===== config.mk =====
export PLATFORM = sky130hd
export DESIGN_NAME = frame_config_writer
export DESIGN_NICKNAME = d
export VERILOG_FILES = /design/src/rtl/frame_config_writer_pkg.sv /design/src/rtl/frame_strobe_decoder.sv /design/src/rtl/frame_config_writer.sv
export SDC_FILE = /design/constraint.sdc
export NUM_CORES = 1
export LEC_CHECK = 0
export ABC_AREA = 1
export CAP_MARGIN = 25
export CORE_AREA = 2 2 347 349
export DETAILED_ROUTE_END_ITERATION = 10
export DIE_AREA = 0 0 349 351
export HOLD_SLACK_MARGIN = 0.12
export SETUP_SLACK_MARGIN = 0.05
export SYNTH_ARGS = -nofsm -noshare
export SYNTH_HDL_FRONTEND = slang
export SYNTH_SLANG_ARGS = --single-unit

===== constraint.sdc =====
create_clock -name UserCLK -period 3 [get_ports UserCLK]
set_clock_uncertainty 0.1 [all_clocks]
set_input_delay 0.3 -clock UserCLK [delete_from_list [all_inputs] [get_ports UserCLK]]
set_output_delay 0.3 -clock UserCLK [all_outputs]
set_load 0.02 [all_outputs]

===== src/rtl/frame_config_writer_pkg.sv =====
// Shared definitions for the frame configuration writer: header layout and FSM states.
package frame_config_writer_pkg;

  localparam logic [7:0] SYNC_BYTE = 8'hFA;

  // Header word: [31:24] sync, [23:16] column, [15:8] frame, [7:0] payload row count
  typedef struct packed {
    logic [7:0] sync;
    logic [7:0] col;
    logic [7:0] frame;
    logic [7:0] nrows;
  } hdr_t;

  typedef enum logic [1:0] {
    ST_IDLE    = 2'd0,
    ST_LOAD    = 2'd1,
    ST_DISCARD = 2'd2,
    ST_STROBE  = 2'd3
  } state_e;

endpackage


===== src/rtl/frame_strobe_decoder.sv =====
// Turns (col, frame, en) into a registered one-hot FrameStrobe; all-zero when en is low.
module frame_strobe_decoder #(
  parameter int NumberOfCols    = 16,
  parameter int MaxFramesPerCol = 20
) (
  input  logic                                    clk,
  input  logic                                    rst_n,
  input  logic                                    en,
  input  logic [7:0]                              col,
  input  logic [7:0]                              frame,
  output logic [NumberOfCols*MaxFramesPerCol-1:0] strobe
);

  logic [NumberOfCols*MaxFramesPerCol-1:0] strobe_d, strobe_q;

  always_comb begin
    strobe_d = '0;
    for (int c = 0; c < NumberOfCols; c++) begin
      for (int f = 0; f < MaxFramesPerCol; f++) begin
        if (en && col == 8'(c) && frame == 8'(f)) begin
          strobe_d[c*MaxFramesPerCol + f] = 1'b1;
        end
      end
    end
  end

  always_ff @(posedge clk or negedge rst_n) begin
    if (!rst_n) begin
      strobe_q <= '0;
    end else begin
      strobe_q <= strobe_d;
    end
  end

  assign strobe = strobe_q;

endmodule


===== src/rtl/frame_config_writer.sv =====
// Parses framed config words, loads FrameData rows, then pulses one FrameStrobe bit.
// s_ready is low only in the STROBE cycle and during reset; source must hold words meanwhile.
module frame_config_writer
  import frame_config_writer_pkg::*;
#(
  parameter int FrameBitsPerRow = 32,
  parameter int MaxFramesPerCol = 20,
  parameter int NumberOfRows    = 16,
  parameter int NumberOfCols    = 16
) (
  input  logic                                    UserCLK,
  input  logic                                    resetn,
  input  logic [FrameBitsPerRow-1:0]              s_data,
  input  logic                                    s_valid,
  output logic                                    s_ready,
  output logic [NumberOfRows*FrameBitsPerRow-1:0] FrameData,
  output logic [NumberOfCols*MaxFramesPerCol-1:0] FrameStrobe,
  output logic                                    busy,
  output logic                                    frame_done,
  output logic                                    err,
  output logic [15:0]                             frames_written
);

  state_e                     state_d, state_q;
  logic [7:0]                 col_d, col_q;
  logic [7:0]                 frame_d, frame_q;
  logic [7:0]                 n_d, n_q;
  logic [7:0]                 row_cnt_d, row_cnt_q;
  logic                       err_d, err_q;
  logic                       ready_d, ready_q;
  logic [15:0]                frames_d, frames_q;
  logic [FrameBitsPerRow-1:0] rows_d [NumberOfRows];
  logic [FrameBitsPerRow-1:0] rows_q [NumberOfRows];
  logic                       accept;
  logic                       strobe_en;
  hdr_t                       hdr;

  assign hdr = hdr_t'(s_data[31:0]);

  always_comb begin
    state_d   = state_q;
    col_d     = col_q;
    frame_d   = frame_q;
    n_d       = n_q;
    row_cnt_d = row_cnt_q;
    err_d     = err_q;
    frames_d  = frames_q;
    rows_d    = rows_q;
    accept    = s_valid && ready_q;

    unique case (state_q)
      ST_IDLE: begin
        if (accept) begin
          if (hdr.sync != SYNC_BYTE) begin
            err_d = 1'b1;
          end else if (hdr.col < 8'(NumberOfCols) && hdr.frame < 8'(MaxFramesPerCol) &&
                       hdr.nrows <= 8'(NumberOfRows)) begin
            col_d     = hdr.col;
            frame_d   = hdr.frame;
            n_d       = hdr.nrows;
            row_cnt_d = '0;
            state_d   = (hdr.nrows == 8'd0) ? ST_STROBE : ST_LOAD;
          end else begin
            // Bad target: still swallow the announced payload so the stream stays aligned
            err_d     = 1'b1;
            n_d       = hdr.nrows;
            row_cnt_d = '0;
            state_d   = (hdr.nrows == 8'd0) ? ST_IDLE : ST_DISCARD;
          end
        end
      end
      ST_LOAD: begin
        if (accept) begin
          for (int r = 0; r < NumberOfRows; r++) begin
            if (row_cnt_q == 8'(r)) rows_d[r] = s_data;
          end
          row_cnt_d = row_cnt_q + 8'd1;
          if (row_cnt_q == n_q - 8'd1) state_d = ST_STROBE;
        end
      end
      ST_DISCARD: begin
        if (accept) begin
          row_cnt_d = row_cnt_q + 8'd1;
          if (row_cnt_q == n_q - 8'd1) state_d = ST_IDLE;
        end
      end
      ST_STROBE: begin
        frames_d = frames_q + 16'd1;
        state_d  = ST_IDLE;
      end
      default: state_d = ST_IDLE;
    endcase

    ready_d   = (state_d != ST_STROBE);
    strobe_en = (state_d == ST_STROBE);
  end

  always_ff @(posedge UserCLK or negedge resetn) begin
    if (!resetn) begin
      state_q   <= ST_IDLE;
      col_q     <= '0;
      frame_q   <= '0;
      n_q       <= '0;
      row_cnt_q <= '0;
      err_q     <= 1'b0;
      ready_q   <= 1'b0;
      frames_q  <= '0;
      rows_q    <= '{default: '0};
    end else begin
      state_q   <= state_d;
      col_q     <= col_d;
      frame_q   <= frame_d;
      n_q       <= n_d;
      row_cnt_q <= row_cnt_d;
      err_q     <= err_d;
      ready_q   <= ready_d;
      frames_q  <= frames_d;
      rows_q    <= rows_d;
    end
  end

  frame_strobe_decoder #(
    .NumberOfCols   (NumberOfCols),
    .MaxFramesPerCol(MaxFramesPerCol)
  ) u_strobe_dec (
    .clk   (UserCLK),
    .rst_n (resetn),
    .en    (strobe_en),
    .col   (col_d),
    .frame (frame_d),
    .strobe(FrameStrobe)
  );

  always_comb begin
    FrameData = '0;
    for (int r = 0; r < NumberOfRows; r++) begin
      FrameData[r*FrameBitsPerRow +: FrameBitsPerRow] = rows_q[r];
    end
  end

  assign s_ready        = ready_q;
  assign busy           = (state_q != ST_IDLE);
  assign frame_done     = (state_q == ST_STROBE);
  assign err            = err_q;
  assign frames_written = frames_q;

endmodule

==> impl_metrics.tcl, run 1 <==
set metrics [dict create \
    synth_cell_types 35 \
    clock-sinks 884 \
    drc_errors 0 \
    synth_cells 2815 \
    worstMarginPinSlew_ps 916 \
    synthArstFlopShare_pct 100 \
    fin_nets 3836 \
    clock_path_buffers 3 \
    drv_cap 0 \
    fp.coreArea_sq_um 119000 \
    ys_seq_elements 884 \
    yosysSeqAreaShare_pct 72.2 \
    p_per_area_nw_per_um2 530 \
    finalSetupViolCount 0 \
    gp_congestion 0.822 \
    timing.fmax_ghz 0.352 \
    fin_cells 5428 \
    area_growth_pct 50.8 \
    fill_cells 11600 \
    dp_slack_ps -460 \
    routed_via_density 4.42 \
    r2r_slack_ps 160 \
    ir_worst_vdd_uv 471 \
    routed_wl_um 124000 \
    dp_cells 5212 \
    antenna_found_initial 25 \
    startpoint_type "flip-flop" \
    grt_pass1_wl_um 172000 \
    relSlewSlack_pct 38.9 \
    yosys_warnings 0 \
    cts_max_level 3 \
    die_w_um 349 \
    die_h_um 351 \
    cp.required_ps 3490 \
    worst_slack_ps 157 \
    grt_overflow 0 \
    dpl-instance-area_sq_um 42400 \
    ys.flop_type "dfrtp_1" \
    track_usage_pct 19.6 \
    synth_edf_count 0 \
    final_core_util_pct 38.8 \
    worstSetupEndpointType "flip-flop" \
    cts_tree "done" \
    final_layout_size_suffix_gt1_share_pct 11.2 \
    hpwl_um 86700 \
    cts.clk_slew.worst_paths_ps 60 \
    die_area_sq_um 122000 \
    p_leak_nw 20.3 \
    firstDrtPassIters 5 \
    finalPower_mw 24.5 \
    grt_max_degree 110 \
    portBuffers 886 \
    hold_violations 0 \
    layout_common_cells "dfrtp_1, clkdlybuf4s50_1, nand2_1" \
    avgSynthCellArea_sq_um 10.9 \
    path_class "reg -> reg" \
    vias 24000 \
    period_minus_slack_ps 2840 \
    period_share_pct 94.8 \
    rsz0062_at_grt "yes" \
    drtAntennaViolNets 0 \
    grt_pass1_vias 23600 \
    cts_buffers 96 \
    synth_nets 2860 \
    root_buffer "clkbuf_16" \
    design.portCount 887 \
    clock_latency_ps 670 \
    wire_per_inst_um 22.9 \
    hp-class "in -> reg" \
    final_max_slew_viol_count 0 \
    netlist_area_sq_um 30600 \
    status "finished clean" \
    cp_max_fo 20 \
    start_util_pct 25.7 \
    post-route-cell-area_sq_um 46200 \
    drtIter0Drc 1696 \
    arrival_ps 3340 \
    core.rowCount 127 \
]
## sequential cells by signal (all words and copies together), names as in the netlist
signal and flops:
u_strobe_dec.strobe 320, n_q 8, s_ready 1, err 1, state_q 2, col_q 8, row_cnt_q 8, frame_q 8
frames_written 16, FrameData 512
## metal layers
layer / share of wire, % / track usage [%]
met5: 0.048 / 0
met4: 3.7 / 8.48
met3: 7.1 / 4.67
met2: 49 / 32.2
met1: 41 / 24.5
## kinds of logic (layout without fill, tap and decap cells)
kind of cell,count (synthesis),count (layout),synth area share (%)
flops,884,884,72.2
compound gates,546,546,9.02
simple gates,1075,1076,14.0
mux,1,1,0.0368
other cells,0,10,0
xor+xnor,20,20,0.572
fa+ha+maj,10,10,0.408
buf+inv,279,1333,3.70
## synthesized netlist by cell type, types with 2 or more instances
| library cell | count | share of area, % |
|---|---|---|
| a21oi_1 | 15 | 0.25 |
| buf_2 | 37 | 0.60 |
| buf_6 | 5 | 0.18 |
| clkbuf_1 | 144 | 1.8 |
| dfrtp_1 | 884 | 72 |
| ha_1 | 10 | 0.41 |
| inv_1 | 72 | 0.88 |
| inv_2 | 20 | 0.25 |
| nand2_1 | 604 | 7.4 |
| nand2_4 | 4 | 0.15 |
| nand3_1 | 45 | 0.74 |
| nand3_2 | 6 | 0.20 |
| nand4_1 | 5 | 0.10 |
| nor2_1 | 381 | 4.7 |
| nor2_2 | 4 | 0.082 |
| nor2_4 | 6 | 0.22 |
| nor3_1 | 12 | 0.20 |
| nor3_4 | 2 | 0.11 |
| nor4_1 | 2 | 0.041 |
| o21ai_0 | 517 | 8.4 |
| o21ai_1 | 4 | 0.065 |
| o21ai_2 | 4 | 0.11 |
| o22ai_1 | 2 | 0.041 |
| xnor2_1 | 9 | 0.26 |
| xor2_1 | 11 | 0.31 |
## layout make-up
type	count	area [sq um]	area share [%]
Clock buffer	140	2780	6.01
Sequential cell	884	22100	47.9
Antenna cell	10	25.0	0.0542
Clock inverter	37	382	0.826
Timing Repair Buffer	1064	11000	23.7
Multi-Input combinational cell	1653	7640	16.5
Inverter	92	345	0.748
Tap cell	1548	1940	4.19
## worst max-delay path, cell delays in order (launching register included)
cell and delay [ps]:
dfrtp_1 410, inv_2 120, ha_4 150, inv_2 60
nor2_4 210, nand4_4 160, nor2_4 150, buf_12 130
buf_12 130, nand2_1 80, o21ai_2 100, nand3_1 100
buf_4 190, nor2_1 90, nand3_1 130, buf_12 250
nor2_1 150
## power breakdown
group,total (mW),leakage [nW],internal (mW),switching (mW)
Combinational,0.758,6.50,0.175,0.583
Sequential,12.0,12.2,11.9,0.0171
Clock,11.8,1.55,6.73,5.05
Total,24.5,20.3,18.8,5.65
## what timing repair did
item | in CTS | in global routing
resized for setup | 12 | 52
pin swaps | 5 | 10
cloned | 3 | 4
hold buffers | 8 | 0
buffers inserted | 3 | 12
setup endpoints to repair | 320 | 241
endpoints found under the hold margin | 442 | 0
## per-stage QoR
stage	hold slack [ps]	TNS (ps)
detailed placement	248	-130160
CTS	123	0
finish	202	0
global placement	242	-119450
floorplan	-95.6	0
global route	215	-32.9
## path summary, 6_finish.rpt
kind | startpoint | to | cells past startpoint
setup reg to reg | state_q[1] | u_strobe_dec.strobe[159] | 16
setup / recovery | state_q[1] | u_strobe_dec.strobe[159] | 16
min in group asynchronous | resetn | col_q[1] | 3
hold reg to reg | err | err | 2
hold / removal | s_data[2] | n_q[2] | 3
max in group asynchronous | resetn | frame_q[5] | 4
Power figures use the tool's default switching activity.
==> inputs of run 2 (changes only) <==
--- a/config.mk
+++ b/config.mk
@@ -11,6 +11,7 @@
 export DETAILED_ROUTE_END_ITERATION = 10
 export DIE_AREA = 0 0 349 351
 export HOLD_SLACK_MARGIN = 0.12
+export PLACE_DENSITY = 0.48
 export SETUP_SLACK_MARGIN = 0.05
 export SYNTH_ARGS = -nofsm -noshare
 export SYNTH_HDL_FRONTEND = slang
==> run 2 against run 1 <==
Against the previous run: critical path depth grew 1; highest routed layer unchanged; cell count is essentially flat; design area is essentially flat; die area is the same; critical endpoint is now u_strobe_dec.strobe[90].
==> impl_metrics.tcl, run 2 (synthesis results as in run 1) <==
set metrics [dict create \
    status "finished clean" \
    period_share_pct 90.4 \
    area_growth_pct 50.9 \
    area.sequential_sq_um 22100 \
    drv_cap 0 \
    die_area_sq_um 122000 \
    cp_slowest_stage_delay_ps 570 \
    grt_pass1_vias 23500 \
    finalSetupViolCount 0 \
    crit_chain "dlygate4sd3_1 > clkdlybuf4s50_1 > inv_2 > nand4_1 > nand2_1 > nand3_2 > nor2_4 > buf_4 > inv_2 > o41ai_2 > nand3_1 > buf_4 > nor2_1 > nand3_1 > buf_4 > buf_4 > nor2_1" \
    cp_slowest_cell "dlygate4sd3_1" \
    gp_congestion 0.807 \
    largest_reg_flops 512 \
    cts_max_level 3 \
    track_usage_pct 20.6 \
    grt_overflow 0 \
    hold_violations 0 \
    root_buffer "clkbuf_16" \
    cp.required_ps 3490 \
    final_layout_size_suffix_gt1_share_pct 10.3 \
    drtIter0Drc 1676 \
    path_common_cell "buf_4" \
    grt_max_degree 88 \
    layout_commonest_cell "clkdlybuf4s50_1" \
    multi_input_area_sq_um 7470 \
    routed_via_density 4.35 \
    r2r_slack_ps 300 \
    critPathTopFamily "buffers and inverters" \
    drc_errors 0 \
    fin_nets 3840 \
    start_util_pct 25.7 \
    firstDrtPassIters 5 \
    core.rowCount 127 \
    grt_pass1_wl_um 180000 \
    design.portCount 887 \
    startpoint "s_data[2]" \
    clock-sinks 884 \
    wire_per_inst_um 23.8 \
    cts_buffers 98 \
    r2r_start "state_q[0]" \
    ir_worst_vdd_uv 455 \
    p_leak_nw 20.4 \
    worstReg2RegEnd "u_strobe_dec.strobe[90]" \
    cts_tree "done" \
    fill_cells 11700 \
    arrival_ps 3200 \
    dpl-instance-area_sq_um 42800 \
    drtAntennaViolNets 0 \
    worstSetupEndpointType "flip-flop" \
    clock_latency_ps 680 \
    worstMarginPinSlew_ps 923 \
    crit_cells 17 \
    final_max_slew_viol_count 0 \
    routed_wl_um 129000 \
    clock_path_buffers 3 \
    dp_slack_ps -493 \
    vias 23600 \
    layout_common_cells "clkdlybuf4s50_1, dfrtp_1, nand2_1" \
    cts.clk_slew.worst_paths_ps 60 \
    relSlewSlack_pct 38.4 \
    die_h_um 351 \
    p_per_area_nw_per_um2 541 \
    crit_buf_inv 8 \
    startpoint_type "primary input" \
    worst_slack_ps 288 \
    hpwl_um 90400 \
    cp_max_fo 6 \
    hp-class "in -> reg" \
    period_minus_slack_ps 2710 \
    antenna_found_initial 27 \
    path_class "in -> reg" \
    rsz0062_at_grt "no" \
    crit_end "u_strobe_dec.strobe[90]" \
    portBuffers 886 \
    die_w_um 349 \
    worstRegToRegCells 16 \
    timing.fmax_ghz 0.369 \
    post-route-cell-area_sq_um 46200 \
    fp.coreArea_sq_um 119000 \
]
-- run 2: cell count changes in the layout (fill, tap and decap cells not counted), sizes merged, moves of 2 or more --
cell and change:
clkinv -12, clkbuf +11, buf +8, diode -4, bufinv +2, dlygate4sd3 -2, inv -2
-- run 2: final cells by class --
cell class              instances  share of cell area, %
repair buffers               1067                   23.9
inverters                      92                  0.747
clock buffers                 154                   6.42
clock inverters                24                  0.669
multi-input cells            1652                   16.2
flip-flops and latches        884                   47.9
well taps                    1548                   4.19
diodes                          6                 0.0325
-- run 2: metal layers --
metal / up-vias / part of all wire [%] / global-route usage (%) / wire length (um)
met2: 725 / 48 / 33.7 / 62200
li1: 11000 / - / - / -
met5: - / 0.075 / 0 / 97
met3: 240 / 5.6 / 4.35 / 7180
met1: 11700 / 41 / 26.0 / 53400
met4: 16 / 4.8 / 9.83 / 6230
-- run 2: report_power, final --
part	switching (mW)	internal (mW)
combinational	0.571	0.176
clock	5.07	7.22
sequential	0.0174	11.9
-- run 2: worst min-delay path by stage --
stage	startpoint	endpoint	slack (ps)	cells after the start
after floorplan	resetn	FrameData[0]	-100	0
after global placement	resetn	FrameData[311]	230	1
after detailed placement	resetn	FrameData[312]	240	1
after CTS	s_data[5]	n_q[5]	120	3
after global routing	s_data[5]	n_q[5]	170	3
final	s_data[5]	n_q[5]	170	3
-- run 2: worst register-to-register path, stage by stage (launching register included) --
cell and delay (ps):
dfrtp_1 400, inv_1 110, ha_2 220, inv_2 80, nor2_4 130, nand4_4 130
nor2_4 210, buf_4 160, inv_2 40, o41ai_2 90, nand3_1 150, buf_4 180
nor2_1 90, nand3_1 80, buf_4 180, buf_4 160, nor2_1 80
-- run 2: per-stage QoR --
step | std cells | util [%] | setup TNS, ps | total power, mW | hold WS, ps
after detailed placement | 5235 | 35.9 | -98740 | 12.9 | 240
final | 5427 | 38.8 | 0 | 25.0 | 173
after floorplan | 2815 | - | 0 | 12.3 | -95.6
after global placement | 5235 | 35.9 | -99700 | 12.9 | 230
after global routing | 5425 | 38.8 | 0 | 25.9 | 169
after CTS | 5421 | 38.8 | 0 | 25.4 | 125
-- run 2: timing repair --
item                                    4_1_cts  5_1_grt
hold buffers                                  6        0
gates resized for setup                       2       11
endpoints found under the hold margin       469        0
endpoints found under the setup margin       72      318
buffers inserted                              2        0
pin swaps                                     2        4
